**src/rtl/rom_arb_pkg.sv**
```systemverilog
`default_nettype none
// ============================================================================
// rom_arb_pkg -- shared state encoding and default widths for the ROM arbiter
// Revision: 1.0
// ============================================================================
package rom_arb_pkg;

  typedef enum logic [1:0] {
    IDLE = 2'd0,
    READ = 2'd1,
    RESP = 2'd2
  } state_t;

  localparam int DEF_ADDR_W = 4;
  localparam int DEF_DATA_W = 4;

endpackage
`default_nettype wire

```
**src/rtl/rom_rr_pick.sv**
```systemverilog
`default_nettype none
// ============================================================================
// rom_rr_pick -- combinational round-robin winner search starting at ptr
// Revision: 1.0
// ============================================================================
module rom_rr_pick #(
  parameter int NUM_REQ = 4,
  parameter int PTR_W   = 2
) (
  input  logic [NUM_REQ-1:0] req,
  input  logic [PTR_W-1:0]   ptr,
  output logic               any,
  output logic [PTR_W-1:0]   winner
);

  // One extra bit so ptr+i never overflows before the modulo fold.
  logic [PTR_W:0] idx;
  logic           found;

  always_comb begin
    any    = |req;
    winner = ptr;
    found  = 1'b0;
    idx    = '0;
    for (int i = 0; i < NUM_REQ; i++) begin
      idx = {1'b0, ptr} + (PTR_W+1)'(i);
      if (idx >= (PTR_W+1)'(NUM_REQ)) begin
        idx = idx - (PTR_W+1)'(NUM_REQ);
      end
      if (!found && req[idx[PTR_W-1:0]]) begin
        winner = idx[PTR_W-1:0];
        found  = 1'b1;
      end
    end
  end

endmodule
`default_nettype wire

```
**src/rtl/rom_rr_arbiter.sv**
```systemverilog
`default_nettype none
// ============================================================================
// rom_rr_arbiter -- round-robin sharing of one synchronous ROM, one read in flight
// Revision: 1.0
// ============================================================================
module rom_rr_arbiter
  import rom_arb_pkg::*;
#(
  parameter int NUM_REQ = 4,
  parameter int ADDR_W  = DEF_ADDR_W,
  parameter int DATA_W  = DEF_DATA_W
) (
  input  logic                      clk,
  input  logic                      rst,
  input  logic [NUM_REQ-1:0]        req,
  input  logic [NUM_REQ*ADDR_W-1:0] req_addr,
  output logic [NUM_REQ-1:0]        gnt,
  output logic [NUM_REQ-1:0]        rvalid,
  output logic [DATA_W-1:0]         rdata,
  output logic                      rom_en,
  output logic [ADDR_W-1:0]         rom_addr,
  input  logic [DATA_W-1:0]         rom_data
);

  localparam int PTR_W = $clog2(NUM_REQ);

  state_t               state, state_n;
  logic [PTR_W-1:0]     ptr, ptr_n;
  logic [PTR_W-1:0]     cur, cur_n;
  logic [NUM_REQ-1:0]   gnt_n, rvalid_n;
  logic                 rom_en_n;
  logic [ADDR_W-1:0]    rom_addr_n;

  logic                 any;
  logic [PTR_W-1:0]     winner;
  logic [ADDR_W-1:0]    addr_arr [NUM_REQ];

  genvar gi;
  generate
    for (gi = 0; gi < NUM_REQ; gi++) begin : g_unpack
      assign addr_arr[gi] = req_addr[gi*ADDR_W +: ADDR_W];
    end
  endgenerate

  rom_rr_pick #(
    .NUM_REQ (NUM_REQ),
    .PTR_W   (PTR_W)
  ) u_pick (
    .req    (req),
    .ptr    (ptr),
    .any    (any),
    .winner (winner)
  );

  assign rdata = rom_data;

  always_ff @(posedge clk or posedge rst) begin
    if (rst) begin
      state    <= IDLE;
      ptr      <= '0;
      cur      <= '0;
      gnt      <= '0;
      rvalid   <= '0;
      rom_en   <= 1'b0;
      rom_addr <= '0;
    end else begin
      state    <= state_n;
      ptr      <= ptr_n;
      cur      <= cur_n;
      gnt      <= gnt_n;
      rvalid   <= rvalid_n;
      rom_en   <= rom_en_n;
      rom_addr <= rom_addr_n;
    end
  end

  always_comb begin
    state_n    = state;
    ptr_n      = ptr;
    cur_n      = cur;
    gnt_n      = gnt;
    rvalid_n   = rvalid;
    rom_en_n   = rom_en;
    rom_addr_n = rom_addr;
    unique case (state)
      IDLE: begin
        if (any) begin
          cur_n      = winner;
          gnt_n      = NUM_REQ'(1) << winner;
          rom_addr_n = addr_arr[winner];
          rom_en_n   = 1'b1;
          state_n    = READ;
        end
      end
      READ: begin
        // ROM samples addr on this closing edge; its word appears during RESP.
        rom_en_n = 1'b0;
        rvalid_n = gnt;
        state_n  = RESP;
      end
      RESP: begin
        rvalid_n = '0;
        gnt_n    = '0;
        ptr_n    = (cur == PTR_W'(NUM_REQ-1)) ? '0 : cur + PTR_W'(1);
        state_n  = IDLE;
      end
      default: begin
        state_n  = IDLE;
        gnt_n    = '0;
        rvalid_n = '0;
        rom_en_n = 1'b0;
      end
    endcase
  end

endmodule
`default_nettype wire

```
**config.mk**
```make
export PLATFORM = sky130hd
export DESIGN_NAME = rom_rr_arbiter
export DESIGN_NICKNAME = d
export VERILOG_FILES = /design/src/rtl/rom_arb_pkg.sv /design/src/rtl/rom_rr_pick.sv /design/src/rtl/rom_rr_arbiter.sv
export SDC_FILE = /design/constraint.sdc
export NUM_CORES = 1
export LEC_CHECK = 0
export CAP_MARGIN = 20
export CORE_MARGIN = 3
export CORE_UTILIZATION = 30
export CTS_CLUSTER_DIAMETER = 60
export DETAILED_ROUTE_END_ITERATION = 6
export GPL_TIMING_DRIVEN = 0
export PLACE_DENSITY = 0.6
export SLEW_MARGIN = 20
export SYNTH_ARGS = -nofsm -noshare
export SYNTH_HDL_FRONTEND = slang
export SYNTH_SLANG_ARGS = --single-unit
```
**constraint.sdc**
```tcl
create_clock -name clk -period 3.9 [get_ports clk]
set_input_delay 0.975 -clock clk [delete_from_list [all_inputs] [get_ports clk]]
set_output_delay 0.975 -clock clk [all_outputs]
set_load 0.005 [all_outputs]
```
* Word level (Yosys, flattened, before mapping)
Index checks and enable logic that the tools add are counted.
Storage, ports and cells: bits in latches 0, input bits 26, output and inout bits 17, bits in read-only memories 0, memories kept 0, RAM bits 0, flip-flop bits (word level) 19
Cells by class: multipliers 0, reductions and logical operators 11, bitwise logic cells 3, shift operators 1, $add $sub $neg 8, divide/modulo/power cells 0, order comparisons 9, muxes and demuxes 30, equality and inequality tests 4
Operators with widths (count):
- 2-bit two-way mux | 10
- 4-bit case mux with 2 select lines | 2
- 3-bit >= comparator (second input constant) | 4
- 2-bit by 3-bit less-than comparator with 1-bit output (second input constant) | 4
- 4-bit two-way mux | 3
- 1-bit binary-select mux with 2-bit select | 4
- 4-bit binary-select mux with 2-bit select | 1
- 1-bit two-way mux | 8
- 2-bit by 1-bit subtractor with 2-bit output (second input constant) | 4
- 2-bit by 2-bit adder with 3-bit output (second input constant) | 2
- 2-bit AND reduction | 3
- 2-bit == test (second input constant) | 2
- 2-bit case mux with 2 select lines | 1
- 4-bit OR reduction | 1
- 1-bit by 2-bit left shift with 4-bit output (first input constant) | 1
- 2-bit by 1-bit adder with 3-bit output (second input constant) | 1
- 2-bit by 3-bit >= comparator with 1-bit output (second input constant) | 1
- 1-bit logical AND | 3
- 1-bit zero test | 3
- 2-bit inverter with 3-bit output | 1
- 2-bit by 1-bit adder with 2-bit output (second input constant) | 1
- 2-bit by 1-bit == test with 1-bit output (second input constant) | 1
- 2-bit zero test | 1
- 2-bit inequality test (second input constant) | 1
- 2 further kinds | 3

* Logic depth before layout (Yosys ltp)
word-level depth 18, gate-level depth with buffers 6, depth with buffers taken out 5

* Cells and area by module
Synthesis repeated with hierarchy kept, for this count alone.
Unflattened totals: cell total of the unflattened synthesis 99, area total of the unflattened synthesis 1034.7 µm²
By module, submodules not included:
- rom_rr_arbiter | area each 938.4 µm², cells each 83, instances 1
- rom_rr_pick | area each 96.3 µm², cells each 16, instances 1

* Least setup slack after synthesis
OpenSTA, ideal clock, no wires.
kind input to register, start point in req[1], end point reg rom_addr[1], cell stages on the path 6, buffers on the path 1, data required time 3.762 ns, data arrival time 1.925 ns, path slack 1.837 ns, cell sequence nor2_1 > a22o_1 > o32a_1 > buf_6 > mux2i_1 > o221ai_1
Between the ends: longest elaborated chain between the ends 16, elaborated cells on any way between the ends 27
RTL lines:
- from (decl) | RTL line rom_rr_arbiter.sv:15 | input logic [NUM_REQ-1:0] req,
- 1-bit binary-select mux with 2-bit select | RTL line rom_rr_pick.sv:30 | if (!found && req[idx[PTR_W-1:0]]) begin
- 1-bit two-way mux (not written as such) | RTL line rom_rr_pick.sv:30
- 1-bit two-way mux | RTL line rom_rr_pick.sv:30
- 1-bit zero test | RTL line rom_rr_pick.sv:30
- 1-bit logical AND | RTL line rom_rr_pick.sv:30
- 1-bit two-way mux | RTL line rom_rr_pick.sv:30
- 1-bit zero test | RTL line rom_rr_pick.sv:30
- 1-bit logical AND | RTL line rom_rr_pick.sv:30
- 1-bit two-way mux | RTL line rom_rr_pick.sv:30
- 1-bit zero test | RTL line rom_rr_pick.sv:30
- 1-bit logical AND | RTL line rom_rr_pick.sv:30
- 2-bit two-way mux | RTL line rom_rr_pick.sv:30
- 2-bit inverter with 3-bit output (not written as such) | RTL line rom_rr_arbiter.sv:90 | rom_addr_n = addr_arr[winner];
- 4-bit binary-select mux with 2-bit select | RTL line rom_rr_arbiter.sv:90
- 4-bit two-way mux (not written as such) (2 in a row) | RTL line rom_rr_arbiter.sv:90
- to (signal assigned) | RTL line rom_rr_arbiter.sv:73 | rom_addr <= rom_addr_n;
- to (decl) | RTL line rom_rr_arbiter.sv:21 | output logic [ADDR_W-1:0] rom_addr,
Parallel ways exist; a longest one is shown, timed or not. The select of a mux whose other input is x is not followed. A chain may end at the register's enable or synchronous reset.

* Final worst setup path
Same ends and word-level chain as after synthesis.

==> results by group <==
Power
  – Power share of the combinational group: 0.496
  – Internal Power: just under 600 uW
  – Total power density per cell area: 650.6 nW/um^2
  – VDD IR-drop max: 0.2459 mV
  – Switching power summed over all nets: ~330 uW
  – Switching Share: 0.3596
  – Reported leakage power: 0.6399 nW
  – Total power: roughly 900 uW
  – Clock share of power: 0.107
  – Part of the power in registers: 0.397

Global routing
  – Number of antenna violations at the first check in global routing: 0
  – Largest net degree at the start of global routing: 20
  – Global-route wire length before repair: a little under 4000 um
  – GR met3 Demand/Resource: 0.02703
  – Most heavily used metal layer in global routing: met2
  – Congestion Overflow GR: 0
  – Global-route usage over all layers: 0.1241
  – Vias in the first global route: 854
  – Met2 routing resource usage after global routing: 0.2204
  – Routing usage on met1: 0.1482

CTS
  – CTS tree: yes
  – Post-CTS Hold Fix Bufs: 0
  – Total setup buffers inserted after CTS: 0
  – Worst-path clk slew: 100 ps
  – Clock insertion delay at the later pin of the skew report: 290 ps
  – CTS root buffer: sky130_fd_sc_hd__clkbuf_4
  – CTS Buf Count: 3
  – H-tree depth: 1
  – Largest buffer count on any clock path: 2
  – Number of clock sinks seen by CTS: 19
  – Resize count post-CTS: 0

Synthesis
  – Yosys cell types: 23
  – Post-synthesis area per instance: 10.16 um^2
  – Register area share after synthesis: 0.5033
  – Post-synthesis register bit count: 19
  – Count of yosys warnings during synthesis: 0
  – Gate Count Post-Synth: 93
  – Cell area after synthesis: 944.7 um^2
  – Net Count, Synth: 120

STA
  – Final hold slack: 504.5 ps
  – Worst relative slew slack: 0.5333
  – Min Clock Period, post-route: 2524 ps
  – Least-Margin Pin Slew: ~700 ps
  – Setup repair after global routing missed its margin: no
  – Clk_skew: 1.160 ps
  – Timing-limited maximum frequency: slightly below 400 MHz
  – Number of endpoints failing setup at the final stage: 0
  – Sum of negative setup slack: 0 ps
  – Final hold vios: 0
  – Slew Limit Fails: 0
  – Fin crit share: 0.6473

Status
  – Result of the run: finished, final reports clean

Setup path
  – Largest fanout of any net on the critical path: 9
  – Critical path startpoint category: input pin
  – Endpoint class of the critical path: flop
  – Number of cells traversed by the worst register-to-register path: 6
  – Worst R2R Setup Slack: approximately 2200 ps
  – R2R Path End: rom_addr[1]
  – Launch instance of the worst register-to-register path: state[0]
  – Setup CP Type: input pin to flop
  – Arrival @ worst endpoint: 2690 ps
  – Required arrival time at the worst endpoint: 4070 ps

Die
  – Floorplan Core Area: 2877 um^2
  – Overall die area: 3858 um^2
  – Number of placement rows: 19
  – Floorplan die height: 62.12 um
  – Starting utilization of the core area: 0.3284
  – Top-level I/O count: 43
  – Horizontal die dimension: 62.12 um

Drt
  – Vias after detailed routing: 812
  – Detailed-route wire length: 2256 um
  – Antenna viol nets, final: 0
  – Mean number of vias per cell: 4.588
  – Number of violations reported at the end of detailed-routing iteration 0: 7
  – Detailed-route DRC error count: 0
  – Pre-antenna DRT Iters: 4
  – WL/cell: 12.75 um

Placed design
  – Number of port buffers: 38
  – Global placement routability congestion: ~0.73
  – DP HPWL: 1797 um

Hold path
  – Number of stages on the worst hold path: 2
  – Startpoint of the most critical hold path: cur[1]
  – Class of the tightest hold or removal check: flop to flop
  – Min-Delay Endpoint: cur[1]

Flow run
  – Count of maximum capacitance violations: 0

Layout
  – Antenna diode count: 0
  – Share of final-layout standard cells stronger than drive strength 1: 0.08889
  – Area added between synthesis and finish: 48.61%
  – Fillcell total: 282
  – Count of nets after finishing: approximately 160
==> cells by family after synthesis <==
kind of cell,count (synthesis),synth area share
multiplexers,13,0.1391
flip-flops,19,0.5033
AND/OR/NAND/NOR,28,0.1272
AO/OA/AOI/OAI,18,0.1351
buffers and inverters,14,0.08211
adder cells (fa/ha/maj),1,0.01324
==> layout make-up <==
cell class / instances / area (um^2) / area share
Sequential cell: 19 / 475.5 / 0.3387
Multi-Input combinational cell: 60 / 391.6 / 0.2790
Tap cell: 42 / 52.55 / 0.03743
Timing Repair Buffer: 38 / 380.4 / 0.2709
Buffer: 7 / 51.30 / 0.03654
Inverter: 7 / 26.28 / 0.01872
Clock buffer: 4 / 26.28 / 0.01872
==> flip-flops by register name (all words and copies together) (netlist names) <==
register and count:
rvalid 4, cur 2, rom_en 1, gnt 4
ptr 2, state 2, rom_addr 4
==> cells in the mapped netlist, drive strengths merged <==
| cell | instances | share of area |
|---|---|---|
| a222oi | 1 | 0.011 |
| a22o | 1 | 0.0093 |
| buf | 7 | 0.054 |
| dfrtp | 19 | 0.50 |
| ha | 1 | 0.013 |
| inv | 7 | 0.028 |
| mux2 | 1 | 0.012 |
| mux2i | 12 | 0.13 |
| nand2 | 13 | 0.052 |
| nand2b | 2 | 0.013 |
| nor2 | 9 | 0.036 |
| nor2b | 2 | 0.013 |
| nor4 | 1 | 0.0066 |
| o21a | 1 | 0.0079 |
| o21ai | 6 | 0.032 |
| o221ai | 4 | 0.037 |
| o22ai | 3 | 0.020 |
| o31ai | 1 | 0.0079 |
| o32a | 1 | 0.011 |
| or3 | 1 | 0.0066 |
==> power groups by stage <==
stage | Sequential [mW] | Clock, mW | Combinational [mW]
global route | 0.378 | 0.112 | 0.504
detailed placement | 0.366 | 0 | 0.460
CTS | 0.363 | 0.103 | 0.462
global placement | 0.363 | 0 | 0.445
finish | 0.362 | 0.0977 | 0.453
floorplan | 0.356 | 0 | 0.249
==> layer usage <==
metal	vias up	routed length [um]
met3	4	142
met2	31	1150
met1	374	936
met4	0	26
met5	-	0
li1	403	-
==> worst max-delay path, cell delays in order <==
cell                              delay (ps)
sky130_fd_sc_hd__clkdlybuf4s50_1         470
sky130_fd_sc_hd__nor4_1                  450
sky130_fd_sc_hd__or3_1                   160
sky130_fd_sc_hd__buf_2                   200
sky130_fd_sc_hd__inv_2                    60
sky130_fd_sc_hd__nand2_1                 200
sky130_fd_sc_hd__o221ai_1                160
==> per-stage QoR <==
| stage | area [um^2] | setup WS, ps | instances | util |
|---|---|---|---|---|
| after global placement | 1378 | 1062 | 173 | 0.4789 |
| after CTS | 1404 | 1387 | 177 | 0.4880 |
| final | 1404 | 1376 | 177 | 0.4880 |
| after floorplan | 944.7 | 1837 | 93 | - |
| after global routing | 1404 | 1276 | 177 | 0.4880 |
| after detailed placement | 1378 | 1070 | 173 | 0.4789 |
==> worst max path at each step <==
| stage | start | endpoint | slack [ps] | depth (start not counted) |
|---|---|---|---|---|
| floorplan | req[1] | rom_addr[1] | 1840 | 6 |
| global placement | req[1] | rom_addr[1] | 1060 | 7 |
| detailed placement | req[1] | rom_addr[0] | 1070 | 7 |
| CTS | rom_data[1] | rdata[1] | 1390 | 2 |
| global route | req[1] | rom_addr[2] | 1280 | 7 |
| finish | req[1] | rom_addr[1] | 1380 | 7 |
==> cells in the final DEF, fill, tap and decap left out <==
cell type / netlist / layout
sky130_fd_sc_hd__a222oi_1: 1 / 1
sky130_fd_sc_hd__a22o_1: 1 / 1
sky130_fd_sc_hd__buf_2: 2 / 2
sky130_fd_sc_hd__buf_4: 4 / 4
sky130_fd_sc_hd__buf_6: 1 / 1
sky130_fd_sc_hd__clkbuf_1: 0 / 1
sky130_fd_sc_hd__clkbuf_4: 0 / 3
sky130_fd_sc_hd__clkdlybuf4s50_1: 0 / 38
sky130_fd_sc_hd__dfrtp_1: 19 / 19
sky130_fd_sc_hd__ha_1: 1 / 1
sky130_fd_sc_hd__inv_1: 6 / 6
sky130_fd_sc_hd__inv_2: 1 / 1
sky130_fd_sc_hd__mux2_2: 1 / 1
sky130_fd_sc_hd__mux2i_1: 12 / 12
sky130_fd_sc_hd__nand2_1: 13 / 13
sky130_fd_sc_hd__nand2b_1: 2 / 2
sky130_fd_sc_hd__nor2_1: 9 / 9
sky130_fd_sc_hd__nor2b_1: 2 / 2
sky130_fd_sc_hd__nor4_1: 1 / 1
sky130_fd_sc_hd__o21a_1: 1 / 1
sky130_fd_sc_hd__o21ai_0: 6 / 6
sky130_fd_sc_hd__o221ai_1: 4 / 4
sky130_fd_sc_hd__o22ai_1: 3 / 3
sky130_fd_sc_hd__o31ai_1: 1 / 1
sky130_fd_sc_hd__o32a_1: 1 / 1
sky130_fd_sc_hd__or3_1: 1 / 1
Note: power is estimated with default switching activity, not from simulation.
